$ cat src/rtl/j_ldarb32_pkg.sv
// Shared Jerry definitions for the holding-register load arbiter.
// Widths, requester limits, FSM state encoding and index type.
`timescale 1ns/1ps
package j_ldarb32_pkg;

    localparam int LDARB_W      = 32;
    localparam int LDARB_MAXREQ = 4;

    typedef enum logic [1:0] {
        IDLE,
        LOAD,
        HOLD
    } ldarb_st_e;

    typedef logic [1:0] req_idx_t;

endpackage

$ cat src/rtl/j_ldarb32_rrpick.sv
// j_rrpick: combinational round-robin picker for j_ldarb32.
// Ports: req_i request vector, ptr_i last winner, prio0_i fixed
// priority for requester 0; vld_o any winner, idx_o winner index.
`timescale 1ns/1ps
module j_rrpick
    import j_ldarb32_pkg::*;
#(
    parameter int NREQ = 3
) (
    input  logic [NREQ-1:0] req_i,
    input  logic [1:0]      ptr_i,
    input  logic            prio0_i,
    output logic            vld_o,
    output logic [1:0]      idx_o
);

    logic     found;
    req_idx_t win;
    int       c;

    // Scan from ptr+1 around the ring; with prio0 set, index 0
    // is taken out of the ring and overrides everything.
    always_comb begin
        found = 1'b0;
        win   = '0;
        c     = 0;
        for (int k = 1; k <= NREQ; k++) begin
            c = (int'(ptr_i) + k) % NREQ;
            if (!found && req_i[c] && !(prio0_i && c == 0)) begin
                found = 1'b1;
                win   = req_idx_t'(c);
            end
        end
        if (prio0_i && req_i[0]) begin
            found = 1'b1;
            win   = '0;
        end
    end

    assign vld_o = found;
    assign idx_o = win;

endmodule

$ cat src/rtl/j_ldarb32.sv
// j_ldarb32: arbiter/load sequencer for one shared 32-bit holding reg.
// Ports: sys_clk, reset (sync, active high), req/req_d per requester;
// ld/ld_d drive the register, ack pulse, gnt_id last winner, busy.
// Macro J_LDARB_PRIO0_EN: requester 0 gets fixed highest priority.
`timescale 1ns/1ps
module j_ldarb32
    import j_ldarb32_pkg::*;
#(
    parameter int NREQ     = 3,
    parameter int HOLD_CYC = 2
) (
    input  logic                    sys_clk,
    input  logic                    reset,
    input  logic [NREQ-1:0]         req,
    input  logic [0:NREQ*LDARB_W-1] req_d,
    output logic                    ld,
    output logic [0:LDARB_W-1]      ld_d,
    output logic [NREQ-1:0]         ack,
    output logic [1:0]              gnt_id,
    output logic                    busy
);

`ifdef J_LDARB_PRIO0_EN
    localparam logic PRIO0 = 1'b1;
`else
    localparam logic PRIO0 = 1'b0;
`endif

    ldarb_st_e          state_q, state_d;
    logic [3:0]         cnt_q, cnt_d;
    req_idx_t           ptr_q, ptr_d;
    req_idx_t           gnt_q, gnt_d;
    logic [0:LDARB_W-1] dat_q, dat_d;
    logic               ldstb_q, ldstb_d;
    logic               busy_q, busy_d;
    logic [NREQ-1:0]    ack_q, ack_d;

    logic               pick_vld;
    req_idx_t           pick_idx;

    j_rrpick #(
        .NREQ (NREQ)
    ) u_pick (
        .req_i   (req),
        .ptr_i   (ptr_q),
        .prio0_i (PRIO0),
        .vld_o   (pick_vld),
        .idx_o   (pick_idx)
    );

    always_comb begin
        state_d = state_q;
        cnt_d   = cnt_q;
        ptr_d   = ptr_q;
        gnt_d   = gnt_q;
        dat_d   = dat_q;
        ack_d   = '0;
        unique case (state_q)
            IDLE: begin
                if (pick_vld) begin
                    state_d = LOAD;
                    gnt_d   = pick_idx;
                    dat_d   = req_d[int'(pick_idx)*LDARB_W +: LDARB_W];
                    // Grants to a fixed-priority 0 leave the ring alone.
                    if (!(PRIO0 && pick_idx == 2'd0)) begin
                        ptr_d = pick_idx;
                    end
                end
            end
            LOAD: begin
                state_d       = HOLD;
                cnt_d         = 4'(HOLD_CYC - 1);
                // Registered, so it lands in the first HOLD cycle.
                ack_d[gnt_q]  = 1'b1;
            end
            HOLD: begin
                if (cnt_q == 4'd0) begin
                    state_d = IDLE;
                end else begin
                    cnt_d = cnt_q - 4'd1;
                end
            end
            default: state_d = IDLE;
        endcase
        ldstb_d = (state_d == LOAD);
        busy_d  = (state_d != IDLE);
    end

    always_ff @(posedge sys_clk) begin
        if (reset) begin
            state_q <= IDLE;
            cnt_q   <= '0;
            ptr_q   <= req_idx_t'(NREQ - 1);
            gnt_q   <= '0;
            dat_q   <= '0;
            ldstb_q <= 1'b0;
            busy_q  <= 1'b0;
            ack_q   <= '0;
        end else begin
            state_q <= state_d;
            cnt_q   <= cnt_d;
            ptr_q   <= ptr_d;
            gnt_q   <= gnt_d;
            dat_q   <= dat_d;
            ldstb_q <= ldstb_d;
            busy_q  <= busy_d;
            ack_q   <= ack_d;
        end
    end

    assign ld     = ldstb_q;
    assign ld_d   = dat_q;
    assign ack    = ack_q;
    assign gnt_id = gnt_q;
    assign busy   = busy_q;

endmodule

$ cat config.mk
export PLATFORM = sky130hd
export DESIGN_NAME = j_ldarb32
export DESIGN_NICKNAME = d
export VERILOG_FILES = /design/src/rtl/j_ldarb32_pkg.sv /design/src/rtl/j_ldarb32_rrpick.sv /design/src/rtl/j_ldarb32.sv
export SDC_FILE = /design/constraint.sdc
export NUM_CORES = 1
export LEC_CHECK = 0
export BUFFER_PORTS_ARGS = -buffer_cell sky130_fd_sc_hd__buf_4
export CORE_MARGIN = 3
export CORE_UTILIZATION = 30
export DETAILED_ROUTE_END_ITERATION = 12
export GPL_TIMING_DRIVEN = 0
export SLEW_MARGIN = 10
export SYNTH_ARGS = -nofsm -noshare
export SYNTH_HDL_FRONTEND = slang
export SYNTH_SLANG_ARGS = --single-unit
$ cat constraint.sdc
create_clock -name sys_clk -period 2.35 [get_ports sys_clk]
set_input_delay 0.1175 -clock sys_clk [delete_from_list [all_inputs] [get_ports sys_clk]]
set_output_delay 0.1175 -clock sys_clk [all_outputs]
set_load 0.005 [all_outputs]
==> run summary, run 1 <==
first-pass GRT wire length - 13.6 mm
Seq/Total Area, Yosys - 36.0%
status - finished clean
number of DRC markers in iteration 0 - 75
Initial Util - 31.0%
Worst Tran Pin Value - 0.630 ns
IO Port Bufs - 138
CTS root buffer - clkbuf_8
Post-Syn Nets - 380
Pleak - 1.87 nW
initial antenna violation count - 0
Setup CP Type - register to register
core area - 8260 µm²
final core occ - 52.1%
Max Buffers Root-to-Sink - 2
asr flop ratio synth - 0%
first-pass iteration count of the detailed router - 5
CP required - 2.60 ns
largest net degree at the start of global routing - 15
nets - 541
crit path max fanout - 7
Die Wd - 98.4 µm
largest cells by area after synthesis - dfxtp_1, nor3_1, o221a_1
CTS tree - done
yosys warns - 0
Placed Area - 3730 µm²
DRC - 0
post-cts hold buffer count - 0
placed insts - 516
Syn Inst Count - 273
Tmin final - 2.33 ns
Setup TNS Final - 0 ns
fmax - 429 MHz
post-route ant nets - 0
Power Density - 1360 nW/µm²
Synth top area share - 36.0%
Final HPWL DP - 6.50 mm
Main synth FF type - dfxtp_1
WP data arrival - 2.58 ns
Fin. Hold Viols - 0
Post-synth top cells - dfxtp_1, nor2_1, nor3_1
Yosys top cell by area - dfxtp_1
IO Count - 140
endpoint class of the critical path - register
gr usage total - 17.3%
share of cells above drive strength 1 - 53.6%
Hold Path Class - primary input to register
H-tree lvl count - 2
Post-synth EDFFs - 0
Startpoint Class - register
R2R cell count - 10
GPL Wtd Cong - 0.791
Yosys cell types - 44
synthesized flop and latch total - 46
Inserted Clock Buffers - 5
GR Overflow Total - 0
Max Clock Skew - 0.00573 ns
Clk pin slew, worst setup/hold paths - 0.09 ns
number of global-route vias before repair - 2783
num rows - 33
die area - 9670 µm²
clk sink count - 46
Final Cell Area - 4300 µm²
max-slew violations - 0
area grow syn2layout - 68.1%
hold path depth - 2
Routed wire per std cell - 16.4 µm
ratio of final minimum period to clock period - 99.3%
final antenna diode count - 0
via count - 2731
Peak VDD IR - 0.815 mV
WL final - 8.88 mm
Post-Layout Cell Count - 540
DR vias/cell - 5.06
clk_lat worst skew - 0.30 ns
Final setup violation count - 0
Post-Syn Area - 2560 µm²
Avg Inst Size Synth - 9.37 µm²
Die Y - 98.4 µm
Max-Slew Margin vs Limit - 58.0%
Max-cap violations - 0
RSZ-0062 raised after global routing - true
[path summary, 6_finish.rpt]
check | start | endpoint | slack (ns)
worst max-delay path | ptr_q[0]$_SDFFE_PP0P_ | ld_d[0]$_SDFFE_PP0P_ | 0.02
worst min-delay path | req_d[48] | ld_d[16]$_SDFFE_PP0P_ | 0.07
worst max register to register | ptr_q[0]$_SDFFE_PP0P_ | ld_d[0]$_SDFFE_PP0P_ | 0.02
worst min register to register | cnt_q[3]$_SDFFE_PP0P_ | cnt_q[3]$_SDFFE_PP0P_ | 0.51
[power breakdown]
| part | internal (mW) | switching, mW |
|---|---|---|
| clock | 0.210 | 0.280 |
| sequential | 1.08 | 0.164 |
| combinational | 2.17 | 1.96 |
| total | 3.46 | 2.40 |
[stage by stage]
step / setup WS [ns] / total power, mW / hold WS (ns)
after global routing: -0.0642 / 6.28 / 0.0622
after detailed placement: -0.294 / 4.33 / 0.380
after CTS: 0.0280 / 5.20 / 0.0521
after floorplan: 0.0335 / 3.28 / 0.284
final: 0.0176 / 5.86 / 0.0724
after global placement: -0.275 / 4.30 / 0.376
[worst max-delay path, stage by stage, from the launching register on]
cell and delay [ns]:
dfxtp_4 0.39, inv_4 0.05, ha_4 0.31, mux2i_4 0.29
buf_6 0.13, o221ai_2 0.09, mux2_4 0.30, o22ai_4 0.12
nand2b_4 0.26, clkbuf_16 0.18, o221a_1 0.17
[placed cells by master, fill, tap and decap left out, types with 3 or more instances in the layout]
cell,instances
nor3_1,36
clkbuf_16,3
nor3_2,3
o221a_1,17
inv_1,7
clkbuf_1,6
nor2_1,43
a221oi_2,8
dfxtp_1,44
nand2b_1,14
buf_8,5
buf_12,4
nor2_2,3
a21oi_1,3
a221oi_4,3
o221a_2,3
nand2_1,4
o32ai_2,11
ha_1,4
buf_6,8
clkbuf_8,6
buf_4,147
[cell families (layout without fill, tap and decap cells)]
group	count (synthesis)	count (layout)	share of synthesized area [%]
AOI/OAI and AO/OA	65	65	28.9
xor gates and xnor gates	1	1	0.342
adders and majority gates	6	6	2.93
buffers and inverters	33	195	7.82
DFF	46	46	36.0
muxes	4	4	1.76
and+or+nand+nor	118	118	22.2
[state kept, by name, summed over array words and instances, names as in the netlist]
name and cells:
ptr_q 2, busy 1, gnt_id 1, ack 3, ld_d 32, state_q 2
cnt_q 4, ld 1
[routing by layer]
metal / routed length, µm / up-vias / global-route usage, % / share of wire [%]
li1: - / 1343 / - / -
met1: 3540 / 1271 / 20.8 / 40
met2: 4450 / 112 / 29.4 / 50
met3: 824 / 5 / 6.07 / 9.3
met4: 62 / 0 / 4.20 / 0.70
met5: 0 / - / 0 / 0
[layout make-up]
class | count | area (µm²)
Fill cell | 779 | 3960
Multi-Input combinational cell | 194 | 1640
Timing Repair Buffer | 156 | 1280
Sequential cell | 46 | 926
Buffer | 23 | 210
Tap cell | 105 | 131
Clock buffer | 6 | 72.6
Inverter | 8 | 32.5
Clock inverter | 2 | 13.8
[timing repair]
item                       4_1_cts  5_1_grt
pin swaps                        5       33
buffers inserted                 6        7
hold endpoints to repair         0        0
setup endpoints to repair       38       35
cloned                           1        4
resized for setup               27       38
(Power assumes the default switching activity.)
==> run 2, diff against run 1 <==
- clock period: 2.35 -> 2.1 ns (I/O delays scaled with it)
==> run 2 against run 1 <==
The flow now finishes with violations (setup timing). Core utilization is essentially flat. Clock skew is 0.0028 ns higher. Critical path type unchanged. Fmax grew 3.3%. Largest cell class unchanged. Die area unchanged. Largest power group unchanged. Setup slack worse by 0.17 ns.
==> run summary, run 2 (same netlist as run 1, synthesis figures left out) <==
commonest non-fill, non-tap cell in the layout - buf_4
IO Port Bufs - 138 (unchanged)
Tmin final - 2.26 ns (-0.0755 ns)
Max Buffers Root-to-Sink - 2 (unchanged)
crit path max fanout - 7 (unchanged)
die area - 9670 µm² (unchanged)
tightest hold margin - 0.0537 ns (-0.0187 ns)
gr usage total - 17.3% (+0.039 points)
fmax - 443 MHz (+3.3%)
Worst path top cell family by delay - compound AO/OA/AOI/OAI gates
area grow syn2layout - 68.2% (about the same)
crit path buf inv count - 3 (unchanged)
Placed Area - 3810 µm² (+2.1%)
Power Density - 1550 nW/µm² (+14%)
Startpoint Class - register
number of DRC markers in iteration 0 - 78 (+4.0%)
Final Cell Area - 4300 µm² (about the same)
endpoint class of the critical path - register
CTS tree - done
most frequent cells in the layout - buf_4, dfxtp_1, nor2_1
Routed wire per std cell - 16.1 µm (-1.9%)
WL final - 8.70 mm (-1.9%)
Post-Layout Cell Count - 540 (unchanged)
DRC - 0 (unchanged)
Die Y - 98.4 µm (unchanged)
Final HPWL DP - 6.33 mm (-2.6%)
Fin. Hold Viols - 0 (unchanged)
reg-to-reg slack, setup - -0.16 ns (-0.17 ns)
crit path to - ld_d[19]$_SDFFE_PP0P_
total chip power - 6.69 mW (+14%)
share of cells above drive strength 1 - 55.2% (+1.6 points)
Clk pin slew, worst setup/hold paths - 0.09 ns (about the same)
Final WS setup - -0.157 ns (-0.175 ns)
Setup CP Type - register to register
WP data arrival - 2.48 ns (-0.10 ns)
failing checks - setup timing
GPL Wtd Cong - 0.821 (+3.8%)
pre-CTS worst setup slack - -0.373 ns (-0.0791 ns)
post-route ant nets - 0 (unchanged)
final antenna diode count - 0 (unchanged)
first-pass iteration count of the detailed router - 4 (-1)
max reg flops - 32 (unchanged)
slowest stage cell, crit path - dfxtp_4
Max-Slew Margin vs Limit - 55.4% (-2.6 points)
via count - 2729 (-0.073%)
Final setup violation count - 38 (+38)
num rows - 33 (unchanged)
Inserted Clock Buffers - 5 (unchanged)
Worst Tran Pin Value - 0.669 ns (+0.0386 ns)
largest net degree at the start of global routing - 15 (unchanged)
first-pass GRT wire length - 13.8 mm (+1.4%)
clk sink count - 46 (unchanged)
R2R cell count - 9 (-1)
final core occ - 52.1% (about the same)
RSZ-0062 raised after global routing - true
Max Clock Skew - 0.00855 ns (+0.00281 ns)
max-slew violations - 0 (unchanged)
worst stage delay on the critical path - 0.42 ns (+0.03 ns)
Die Wd - 98.4 µm (unchanged)
CTS root buffer - clkbuf_8
IO Count - 140 (unchanged)
GR Overflow Total - 0 (unchanged)
worst r2r dst - ld_d[19]$_SDFFE_PP0P_
status - finished with violations
CP required - 2.32 ns (-0.28 ns)
initial antenna violation count - 0 (unchanged)
core area - 8260 µm² (unchanged)
placed insts - 516 (unchanged)
Max-cap violations - 0 (unchanged)
R2R Path Start - ptr_q[0]$_SDFFE_PP0P_
post-cts hold buffer count - 0 (unchanged)
# fillers - 793 (+1.8%)
ratio of final minimum period to clock period - 107% (+8.2 points)
Hold Path Class - primary input to register
DR vias/cell - 5.05 (about the same)
clk_lat worst skew - 0.30 ns (about the same)
nets - 541 (unchanged)
CP cell instances - inv_4 > ha_4 > buf_4 > a221oi_4 > nor2_4 > o32ai_4 > buf_4 > a221oi_1 > o32ai_1
Initial Util - 31.0% (unchanged)
H-tree lvl count - 2 (unchanged)
Peak VDD IR - 0.615 mV (-25%)
CP most frequent cell - buf_4
number of global-route vias before repair - 2777 (-0.22%)
CP Launch Point - ptr_q[0]$_SDFFE_PP0P_
Pleak - 1.85 nW (-1.2%)
stages on the worst setup path - 9 (-1)
Setup TNS Final - -4.73 ns (-4.73 ns)
run 2: cell count changes in the layout (fill, tap and decap cells not counted), sizes merged:
cell,change
clkinv,-2
buf,+4
clkbuf,-4
clkinvlp,+1
bufinv,+1
run 2: what timing repair did:
item / 4_1_cts / 5_1_grt
gates resized for setup: 28 / 43
pin swaps: 13 / 15
hold endpoints to repair: 0 / 0
setup endpoints to repair: 38 / 38
gates cloned: 2 / 0
setup buffers: 9 / 7
run 2: cell type report:
| class | instances | area (µm²) | area share (%) |
|---|---|---|---|
| buffer | 23 | 235 | 5.47 |
| clock buffer | 6 | 72.6 | 1.69 |
| clock inverter | 2 | 37.5 | 0.872 |
| inverter | 8 | 32.5 | 0.756 |
| multi-input combinational | 194 | 1660 | 38.5 |
| sequential | 46 | 926 | 21.5 |
| tap | 105 | 131 | 3.05 |
| timing repair buffer | 156 | 1210 | 28.1 |
run 2: layer usage:
layer	vias up	part of all wire (%)	GRT usage (%)
li1	1344	-	-
met1	1292	44	22.7
met2	84	48	28.9
met3	9	6.3	3.36
met4	0	1.3	4.83
met5	-	0	0
run 2: worst min path at each step:
| stage | cells after the start | end | start |
|---|---|---|---|
| after floorplan | 2 | ld_d[18]$_SDFFE_PP0P_ | req_d[50] |
| after global placement | 2 | ld_d[13]$_SDFFE_PP0P_ | req_d[45] |
| after detailed placement | 2 | ld_d[4]$_SDFFE_PP0P_ | req_d[36] |
| after CTS | 2 | ld_d[4]$_SDFFE_PP0P_ | req_d[36] |
| after global routing | 2 | ld_d[12]$_SDFFE_PP0P_ | req_d[44] |
| final | 2 | ld_d[12]$_SDFFE_PP0P_ | req_d[44] |
run 2: worst reg2reg max path, cell delays in order (launching register included):
cell and delay, ns:
dfxtp_4 0.42, inv_4 0.06, ha_4 0.25, buf_4 0.15, a221oi_4 0.37, nor2_4 0.08, o32ai_4 0.36, buf_4 0.19
a221oi_1 0.07, o32ai_1 0.24
run 2: power by group:
group          total (mW)  internal [mW]  switching, mW
clock               0.674          0.356          0.319
combinational        4.62           2.42           2.20
sequential           1.39           1.21          0.183
total                6.69           3.98           2.70
==> run 3, diff against run 2 <==
- ABC_AREA: unset -> 1
- HOLD_SLACK_MARGIN: unset -> 0.03
==> run 3 against run 2 <==
Hold slack better by 0.040 ns. Total power down 3.5%. The run now ends clean. Count of clock-buffer cells in the layout up 1. Non-clock buffer count down 11. Critical endpoint is now ld_d[20]$_SDFFE_PP0P_. Critical path depth up 3. Design area up 0.35%. Area after synthesis up 13%.
==> run summary, run 3 <==
status - finished clean
Final WS setup - 0.0678 ns (+0.225 ns)
Final setup violation count - 0 (-100%)
mux contribution to synthesized area - 0% (-1.8 points)
commonest non-fill, non-tap cell in the layout - buf_4
grt peak-use layer - met2
Die Wd - 104 µm (+6.1%)
Die Y - 104 µm (+6.1%)
asr flop ratio synth - 0% (unchanged)
global routing usage on met3 - 3.35% (-0.0052 points)
Worst Tran Pin Value - 0.597 ns (-0.0714 ns)
DR vias/cell - 4.61 (-8.8%)
via count - 3304 (+21%)
# fillers - 970 (+22%)
CP most frequent cell - inv_4
IO Port Bufs - 139 (+0.72%)
top-count cell post-synth - nand2_1
Pleak - 2.32 nW (+26%)
largest cells by area after synthesis - dfxtp_1, nand2_1, nand3_1
crit path max fanout - 10 (+3)
Startpoint Class - register
area grow syn2layout - 48.7%
Max Buffers Root-to-Sink - 2 (unchanged)
largest family of logic cells by synthesized area - simple AND/OR/NAND/NOR gates
IO Count - 140 (unchanged)
crit path buf inv count - 5 (+2)
Hold Path Class - primary input to register
Setup CP Type - register to register
initial antenna violation count - 0 (unchanged)
clk sink count - 46 (unchanged)
largest net degree at the start of global routing - 14 (-1)
Peak VDD IR - 0.593 mV (-3.6%)
Initial Util - 31.1% (+0.14 points)
GR Overflow Total - 0 (unchanged)
adder-cell area share of the yosys netlist - 2.59% (-0.35 points)
met2 Usage GRT - 28.8% (-0.13 points)
Setup TNS Final - 0 ns (+4.73 ns)
yosys warns - 0 (unchanged)
slowest stage cell, crit path - dfxtp_4
XOR/XNOR Fraction of Synth Area - 0.302% (-0.041 points)
number of DRC markers in iteration 0 - 121 (+55%)
num rows - 35 (+6.1%)
Tmin final - 2.03 ns (-0.225 ns)
Max Clock Skew - 0.00401 ns (-0.00454 ns)
Clk pin slew, worst setup/hold paths - 0.09 ns (about the same)
RSZ-0062 raised after global routing - true
gr usage total - 16.9% (-0.43 points)
number of global-route vias before repair - 3107 (+12%)
Fin. Hold Viols - 0 (unchanged)
CP cell instances - inv_4 > ha_2 > buf_6 > inv_4 > nand3_1 > nand2_2 > nand4_4 > nand2_8 > inv_6 > buf_4 > o21ai_0 > a21oi_1
worst stage delay on the critical path - 0.36 ns (-0.06 ns)
fmax - 492 MHz (+11%)
CP required - 2.29 ns (-0.03 ns)
Synth top area share - 31.7% (-4.3 points)
pre-CTS worst setup slack - -0.157 ns (+0.216 ns)
Post-Syn Area - 2900 µm² (+13%)
most frequent cells in the layout - buf_4, nand2_1, inv_1
WP data arrival - 2.23 ns (-0.25 ns)
Compound-Gate Fraction of Synth Area - 13.4% (-15 points)
final core occ - 46.3% (-5.8 points)
die area - 10900 µm² (+13%)
simple-gate share of the synthesized area - 35.6% (+13 points)
Max-Slew Margin vs Limit - 60.0% (+4.6 points)
Seq/Total Area, Yosys - 31.7% (-4.3 points)
synthesized flop and latch total - 46 (unchanged)
max reg flops - 32 (unchanged)
GRT met1 Usage - 21.6% (-1.1 points)
GPL Wtd Cong - 0.809 (-1.4%)
Inserted Clock Buffers - 5 (unchanged)
H-tree lvl count - 2 (unchanged)
first-pass GRT wire length - 15.2 mm (+9.9%)
final antenna diode count - 0 (unchanged)
post-route ant nets - 0 (unchanged)
Post-synth top cells - nand2_1, inv_1, nand3_1
Routed wire per std cell - 13.5 µm (-16%)
Worst path top cell family by delay - simple AND/OR/NAND/NOR gates
DRC - 0 (unchanged)
Post-synth EDFFs - 0 (unchanged)
total chip power - 6.46 mW (-3.5%)
Yosys cell types - 33 (-25%)
Final HPWL DP - 7.43 mm (+17%)
Avg Inst Size Synth - 6.67 µm² (-29%)
Syn Inst Count - 435 (+59%)
Power Density - 1500 nW/µm² (-3.8%)
ratio of final minimum period to clock period - 96.8% (-11 points)
share of cells above drive strength 1 - 36.4% (-19 points)
Main synth FF type - dfxtp_1
Yosys top cell by area - dfxtp_1
Post-Syn Nets - 542 (+43%)
first-pass iteration count of the detailed router - 4 (unchanged)
Max-cap violations - 0 (unchanged)
CTS tree - done
max-slew violations - 0 (unchanged)
clk_lat worst skew - 0.30 ns (about the same)
CTS root buffer - clkbuf_8
core area - 9330 µm² (+13%)
WL final - 9.66 mm (+11%)
endpoint class of the critical path - register
nets - 694 (+28%)
run 3: cell types whose count changed after synthesis, sizes merged, moves of 12 or more:
cell,previous run,this run
nor2,47,9
a221oi,13,0
or2,1,13
nand2,5,104
o21ai,3,26
nand2b,15,0
inv,8,75
o221a,20,0
nor3,40,3
nand3,0,75
a21oi,5,43
o32ai,13,0
run 3: stage by stage:
stage / hold slack (ns) / area [µm²] / std cells
6_report: 0.0935 / 4320 / 717
5_1_grt: 0.0944 / 4320 / 717
4_1_cts: 0.0918 / 4230 / 714
3_5_place_dp: 0.341 / 4110 / 703
3_3_place_gp: 0.337 / 4110 / 703
2_1_floorplan: 0.174 / 2900 / 435
run 3: worst paths after layout:
kind | start | to | slack, ns | cells after the start
max | ptr_q[0]$_SDFFE_PP0P_ | ld_d[20]$_SDFFE_PP0P_ | 0.07 | 12
min | req_d[92] | ld_d[28]$_SDFFE_PP0P_ | 0.09 | 3
max reg2reg | ptr_q[0]$_SDFFE_PP0P_ | ld_d[20]$_SDFFE_PP0P_ | 0.07 | 12
min reg2reg | cnt_q[2]$_SDFFE_PP0P_ | cnt_q[2]$_SDFFE_PP0P_ | 0.44 | 1
run 3: routing by layer:
layer  vias up  wire length [µm]  share of wire (%)
li1       1685                 -                  -
met1      1515              4280                 44
met2        93              4770                 49
met3        11               484                5.0
met4         0               133                1.4
met5         -                 0                  0
run 3: report_power, final:
part           leakage [nW]  total, mW  switching (mW)  internal [mW]
registers             0.381       1.37           0.169           1.20
clock network        0.0482      0.574           0.307          0.266
logic                  1.89       4.51            2.61           1.90
total                  2.32       6.46            3.09           3.37
run 3: kinds of logic (layout without fill, tap and decap cells):
group | count (synthesis) | in the layout
fa+ha+maj | 6 | 6
simple gates | 207 | 209
buf+inv | 101 | 252
compound gates | 74 | 74
xor+xnor | 1 | 1
flops | 46 | 46
run 3: what timing repair did:
action,CTS,global route
pin swaps,1,5
buffers inserted,1,1
setup endpoints to repair,35,35
hold buffers,1,0
hold endpoints to repair,5,0
cloned,1,2
gates resized for setup,6,25
run 3: cell type report:
type,count,area (µm²),share of cell area (%)
multi-input cells,290,1560,36.2
flip-flops and latches,46,925,21.4
repair buffers,143,1080,24.9
clock inverters,1,5.00,0.116
plain buffers,25,204,4.72
inverters,76,298,6.90
clock buffers,7,86.3,2.00
well taps,129,161,3.74
run 3: worst reg2reg max path, cell delays in order, from the launching register on:
cell     delay, ns
dfxtp_4       0.36
inv_4         0.07
ha_2          0.27
buf_6         0.14
inv_4         0.06
nand3_1       0.10
nand2_2       0.16
nand4_4       0.16
nand2_8       0.14
inv_6         0.06
buf_4         0.17
o21ai_0       0.17
a21oi_1       0.06
